File: src/rtl/rcs_seq_31bit.sv
// rcs_seq_31bit: sequential ripple-borrow subtractor.
// Computes i_sub_term1 - i_sub_term2 over STEPS cycles, DIGIT bits per cycle.
// The borrow is held in a register between cycles, so the critical path is
// only a DIGIT-bit borrow chain. Valid/ready handshakes sit on both sides.
module rcs_seq_31bit #(
   parameter int WIDTH = 31,
   parameter int DIGIT = 4
) (
   input  logic             i_clk,
   input  logic             i_rst,
   input  logic             i_valid,
   output logic             o_ready,
   input  logic [WIDTH-1:0] i_sub_term1,
   input  logic [WIDTH-1:0] i_sub_term2,
   output logic             o_valid,
   input  logic             i_ready,
   output logic [WIDTH:0]   o_result,
   output logic             o_busy
);

   // Number of compute cycles and the zero-padded operand width.
   localparam int STEPS  = (WIDTH + DIGIT - 1) / DIGIT;
   localparam int PW     = STEPS * DIGIT;
   localparam int STEP_W = (STEPS > 1) ? $clog2(STEPS) : 1;

   typedef enum logic [1:0] {
      ST_IDLE = 2'd0,
      ST_RUN  = 2'd1,
      ST_DONE = 2'd2
   } state_t;

   state_t              state_q, state_d;
   logic [STEP_W-1:0]   step_q, step_d;
   logic                borrow_q, borrow_d;
   logic [PW-1:0]       a_q, a_d;
   logic [PW-1:0]       b_q, b_d;
   logic [WIDTH-1:0]    diff_q, diff_d;
   logic                o_ready_q;
   logic                o_valid_q;
   logic                o_busy_q;

   logic [DIGIT-1:0]    a_chunk;
   logic [DIGIT-1:0]    b_chunk;
   logic [DIGIT:0]      chunk_res;
   logic [PW-1:0]       diff_wr;
   logic                last_step;

   // Select the active chunk, subtract it with the held borrow, and merge the
   // digit into a padded copy of the difference. Bits of the padded copy above
   // WIDTH are discarded, so a partial last chunk only stores its real bits.
   always_comb begin
      a_chunk = '0;
      b_chunk = '0;
      for (int k = 0; k < STEPS; k++) begin
         if (step_q == STEP_W'(k)) begin
            a_chunk = a_q[k*DIGIT +: DIGIT];
            b_chunk = b_q[k*DIGIT +: DIGIT];
         end
      end
      chunk_res = {1'b0, a_chunk} - {1'b0, b_chunk} - (DIGIT+1)'(borrow_q);
      diff_wr   = PW'(diff_q);
      for (int k = 0; k < STEPS; k++) begin
         if (step_q == STEP_W'(k)) begin
            diff_wr[k*DIGIT +: DIGIT] = chunk_res[DIGIT-1:0];
         end
      end
      last_step = (step_q == STEP_W'(STEPS - 1));
   end

   // Next-state logic for the IDLE -> RUN -> DONE sequence.
   always_comb begin
      state_d  = state_q;
      step_d   = step_q;
      borrow_d = borrow_q;
      a_d      = a_q;
      b_d      = b_q;
      diff_d   = diff_q;
      case (state_q)
         ST_IDLE: begin
            if (i_valid && o_ready_q) begin
               a_d      = PW'(i_sub_term1);
               b_d      = PW'(i_sub_term2);
               borrow_d = 1'b0;
               step_d   = '0;
               state_d  = ST_RUN;
            end
         end
         ST_RUN: begin
            diff_d   = diff_wr[WIDTH-1:0];
            borrow_d = chunk_res[DIGIT];
            if (last_step) begin
               state_d = ST_DONE;
            end else begin
               step_d = step_q + STEP_W'(1);
            end
         end
         ST_DONE: begin
            // Result is held untouched until downstream takes it.
            if (i_ready) begin
               state_d = ST_IDLE;
            end
         end
         default: begin
            state_d = ST_IDLE;
         end
      endcase
   end

   // State, datapath registers and registered handshake outputs.
   always_ff @(posedge i_clk or posedge i_rst) begin
      if (i_rst) begin
         state_q   <= ST_IDLE;
         step_q    <= '0;
         borrow_q  <= 1'b0;
         a_q       <= '0;
         b_q       <= '0;
         diff_q    <= '0;
         o_ready_q <= 1'b1;
         o_valid_q <= 1'b0;
         o_busy_q  <= 1'b0;
      end else begin
         state_q   <= state_d;
         step_q    <= step_d;
         borrow_q  <= borrow_d;
         a_q       <= a_d;
         b_q       <= b_d;
         diff_q    <= diff_d;
         o_ready_q <= (state_d == ST_IDLE);
         o_valid_q <= (state_d == ST_DONE);
         o_busy_q  <= (state_d == ST_RUN);
      end
   end

   assign o_ready  = o_ready_q;
   assign o_valid  = o_valid_q;
   assign o_busy   = o_busy_q;
   // Only a finished result is ever driven; otherwise the bus reads zero.
   assign o_result = o_valid_q ? {borrow_q, diff_q} : '0;

endmodule
File: config.mk
export PLATFORM = sky130hd
export DESIGN_NAME = rcs_seq_31bit
export DESIGN_NICKNAME = d
export VERILOG_FILES = /design/src/rtl/rcs_seq_31bit.sv
export SDC_FILE = /design/constraint.sdc
export NUM_CORES = 1
export LEC_CHECK = 0
export CAP_MARGIN = 0
export CORE_AREA = 8 8 115 169
export DETAILED_ROUTE_END_ITERATION = 12
export DIE_AREA = 0 0 123 177
export PLACE_DENSITY = 0.53
export SETUP_SLACK_MARGIN = 0.2
export SKIP_LAST_GASP = 1
export SLEW_MARGIN = 20
export SYNTH_ARGS = -nofsm -noshare
export SYNTH_HDL_FRONTEND = slang
export SYNTH_SLANG_ARGS = --single-unit
File: constraint.sdc
create_clock -name i_clk -period 8.25 [get_ports i_clk]
set_input_delay 0.825 -clock i_clk [delete_from_list [all_inputs] [get_ports i_clk]]
set_output_delay 0.825 -clock i_clk [all_outputs]
set_load 0.05 [all_outputs]
==> metrics.md <==
| Metric | Value |
|---|---|
| Status | `finished clean` |
| CP Launch Point | `step_q[2]` |
| Overall Global Routing Usage | `0.124` |
| Cell area after placement | `6150 um2` |
| Maximum Capacitance Violations | `0` |
| Filler Cell Count | `between 1500 and 2000` |
| Mapped Nets | `approximately 540` |
| RR Startpoint | `step_q[2]` |
| GP Congestion | `roughly 0.89` |
| Row cnt | `59` |
| Sink Count | `102` |
| Minimum clock period | `around 4 ns` |
| Worst Setup Slack, final | `approximately 4.2 ns` |
| Worst Tran Pin Value | `0.736 ns` |
| Final #Nets | `630` |
| Final period util | `0.496` |
| Commonest cells post-synth | `dfrtp_1 (101), mux2_2 (62), nand2_1 (59)` |
| Antenna Diode Count | `0` |
| Initial Util | `0.290` |
| Antenna-violating nets left | `0` |
| Top-count cell post-synth | `dfrtp_1` |
| Final HPWL from detailed placement | `~10000 um` |
| Yosys warning count | `0` |
| Multi-input gate area | `approximately 2200 um2` |
| Syn Std Cell Area | `a little under 5000 um2` |
| CTS resizes | `0` |
| Via Count | `about 3600` |
| CP required | `about 8.5 ns` |
| Synth top area cells | `dfrtp_1 (51%), mux2_2 (14%), nand2_1 (4.5%)` |
| Largest net degree at the start of global routing | `64` |
| Post-Synthesis Cells | `465` |
| Syn avg cell area | `10.7 um2` |
| Gr ovfl total | `0` |
| Detailed Route WL | `approximately 13000 um` |
| CTS Hold Bufs | `0` |
| CTS tree | `built` |
| Top-area cell type share of the netlist area | `0.508` |
| Area grow syn2layout | `30.2%` |
| Vias per Instance | `roughly 4.7` |
| TritonCTS Buffers | `9` |
| RSZ-0062 raised after global routing | `false` |
| Endpoint class of the critical path | `register` |
| Setup crit end | `diff_q[11]` |
| Crit path launch type | `register` |
| Slew headroom | `0.509` |
| Top_reg_cell synth | `dfrtp_1` |
| Fmax | `244 MHz` |
| EDFF count, synth | `0` |
| Count of pins over their slew limit | `0` |
| IO Port Bufs | `100` |
| DIE HEIGHT | `~180 um` |
| Critical path peak fanout | `18` |
| Die X | `123 um` |
| Clk pin slew, worst setup/hold paths | `around 0.07 ns` |
| H-tree levels | `3` |
| Setup TNS | `0 ns` |
| Data arrival, critical path | `~4.3 ns` |
| Leakage | `0.00267 uW` |
| Vias in the first global route | `3921` |
| RR Endpoint | `diff_q[11]` |
| Maximum VDD drop | `about 220 uV` |
| Final Cell Area | `6470 um2` |
| Pwr dens | `about 440 nW/um2` |
| Clock Skew | `a little under 0.008 ns` |
| Layout cell share with drive strength beyond 1 | `0.158` |
| Largest area contributor in the netlist | `dfrtp_1` |
| Drt drc | `0` |
| Post-synthesis sequential area ratio | `0.514` |
| Register bit count reported by yosys | `102` |
| Initial antenna violation count | `0` |
| Clk Latency, worst-skew pair | `around 0.34 ns` |
| Final Hold Fails | `0` |
| Post-CTS Setup Inserts | `0` |
| Root Driver | `clkbuf_16` |
| Post-synth ARST share | `1.00` |
| Pre-CTS setup slack | `about 4.2 ns` |
| Register area | `approximately 2600 um2` |
| Final setup fails | `0` |
| DR iter-0 viols | `249` |
| Hold WC Path Type | `reg2reg` |
| Reg2reg path depth | `13` |
| Top-Level Pins | `101` |
| Die area | `21800 um2` |
| Flop2flop setup slack | `between 4 and 5 ns` |
| Core ar. | `17100 um2` |
| DR pass1 iterations | `4` |
| Wire per inst | `17.2 um` |
| Critical path class | `reg2reg` |
| First-pass GRT wire length | `20600 um` |
| Clk buf depth | `2` |
| Synth cell types | `45` |
## per-stage QoR
stage                     power (uW)  std cells  hold slack, ns   util
after CTS                       2870        770           0.482  0.378
final                           2820        770           0.473  0.378
after global placement          2370        754           0.454  0.359
after floorplan                 1960        465           0.438      -
after detailed placement        2410        754           0.466  0.359
after global routing            3060        770           0.506  0.378
## worst min path at each step
stage / start / endpoint / cells after the start
global route: diff_q[5] / diff_q[5] / 1
floorplan: diff_q[17] / diff_q[17] / 2
finish: diff_q[14] / diff_q[14] / 2
detailed placement: diff_q[14] / diff_q[14] / 2
global placement: diff_q[28] / diff_q[28] / 2
CTS: diff_q[14] / diff_q[14] / 2
## worst max-delay path: stages (launching register included)
cell and delay (ns):
dfrtp_1 0.80, ha_1 0.65, nor2b_1 0.23, nand2_1 0.20, o22ai_1 0.11, a211oi_1 0.24
a221oi_1 0.10, fa_1 0.40, inv_1 0.10, ha_1 0.24, a21oi_1 0.16, xor2_1 0.08
or3_1 0.46, a41oi_1 0.23
## where the power goes
part / switching (uW) / internal (uW) / total [uW]
clock network: 182 / 275 / 456
registers: 183 / 754 / 937
logic: 828 / 603 / 1430
## layout by cell type, fill, tap and decap left out, types with 5 or more instances in the layout
cell type and n:
a21oi_1 22, a221oi_1 6, a31oi_1 5, and2_1 34, clkbuf_16 9, clkdlybuf4s50_1 100, dfrtp_1 101, ha_1 10
inv_1 17, mux2_2 62, nand2_1 59, nand2b_1 8, nand3_1 5, nor2_1 13, nor2b_1 6, o21ai_0 36
o22ai_1 7
## cell families (layout without fill, tap and decap cells)
| family | Yosys count | in the layout | share of synthesized area |
|---|---|---|---|
| fa+ha+maj | 12 | 12 | 0.0332 |
| simple gates | 140 | 140 | 0.142 |
| compound gates | 98 | 98 | 0.122 |
| flops | 102 | 102 | 0.514 |
| buf+inv | 46 | 138 | 0.0398 |
| xor+xnor | 4 | 4 | 0.00705 |
| mux | 63 | 63 | 0.142 |
## state kept, by name, indices dropped and copies added (netlist names)
signal,cells
o_valid,1
o_ready,1
diff_q,31
o_busy,1
step_q,3
state_q,2
a_q,31
b_q,31
borrow_q,1
## routing by layer
metal / vias to the layer above / wire [um] / global-route usage
met5: - / 0 / 0
met3: 14 / 596 / 0.0204
met2: 85 / 7180 / 0.227
met1: 1757 / 5170 / 0.137
li1: 1783 / - / -
met4: 0 / 297 / 0.0484
## cell type report
cell class | instances | share of cell area
Sequential cell | 102 | 0.395
Multi-Input combinational cell | 317 | 0.344
Timing Repair Buffer | 104 | 0.159
Tap cell | 213 | 0.0412
Clock buffer | 11 | 0.0375
Clock inverter | 5 | 0.0126
Inverter | 18 | 0.0108
Note: power is estimated with default switching activity, not from simulation.
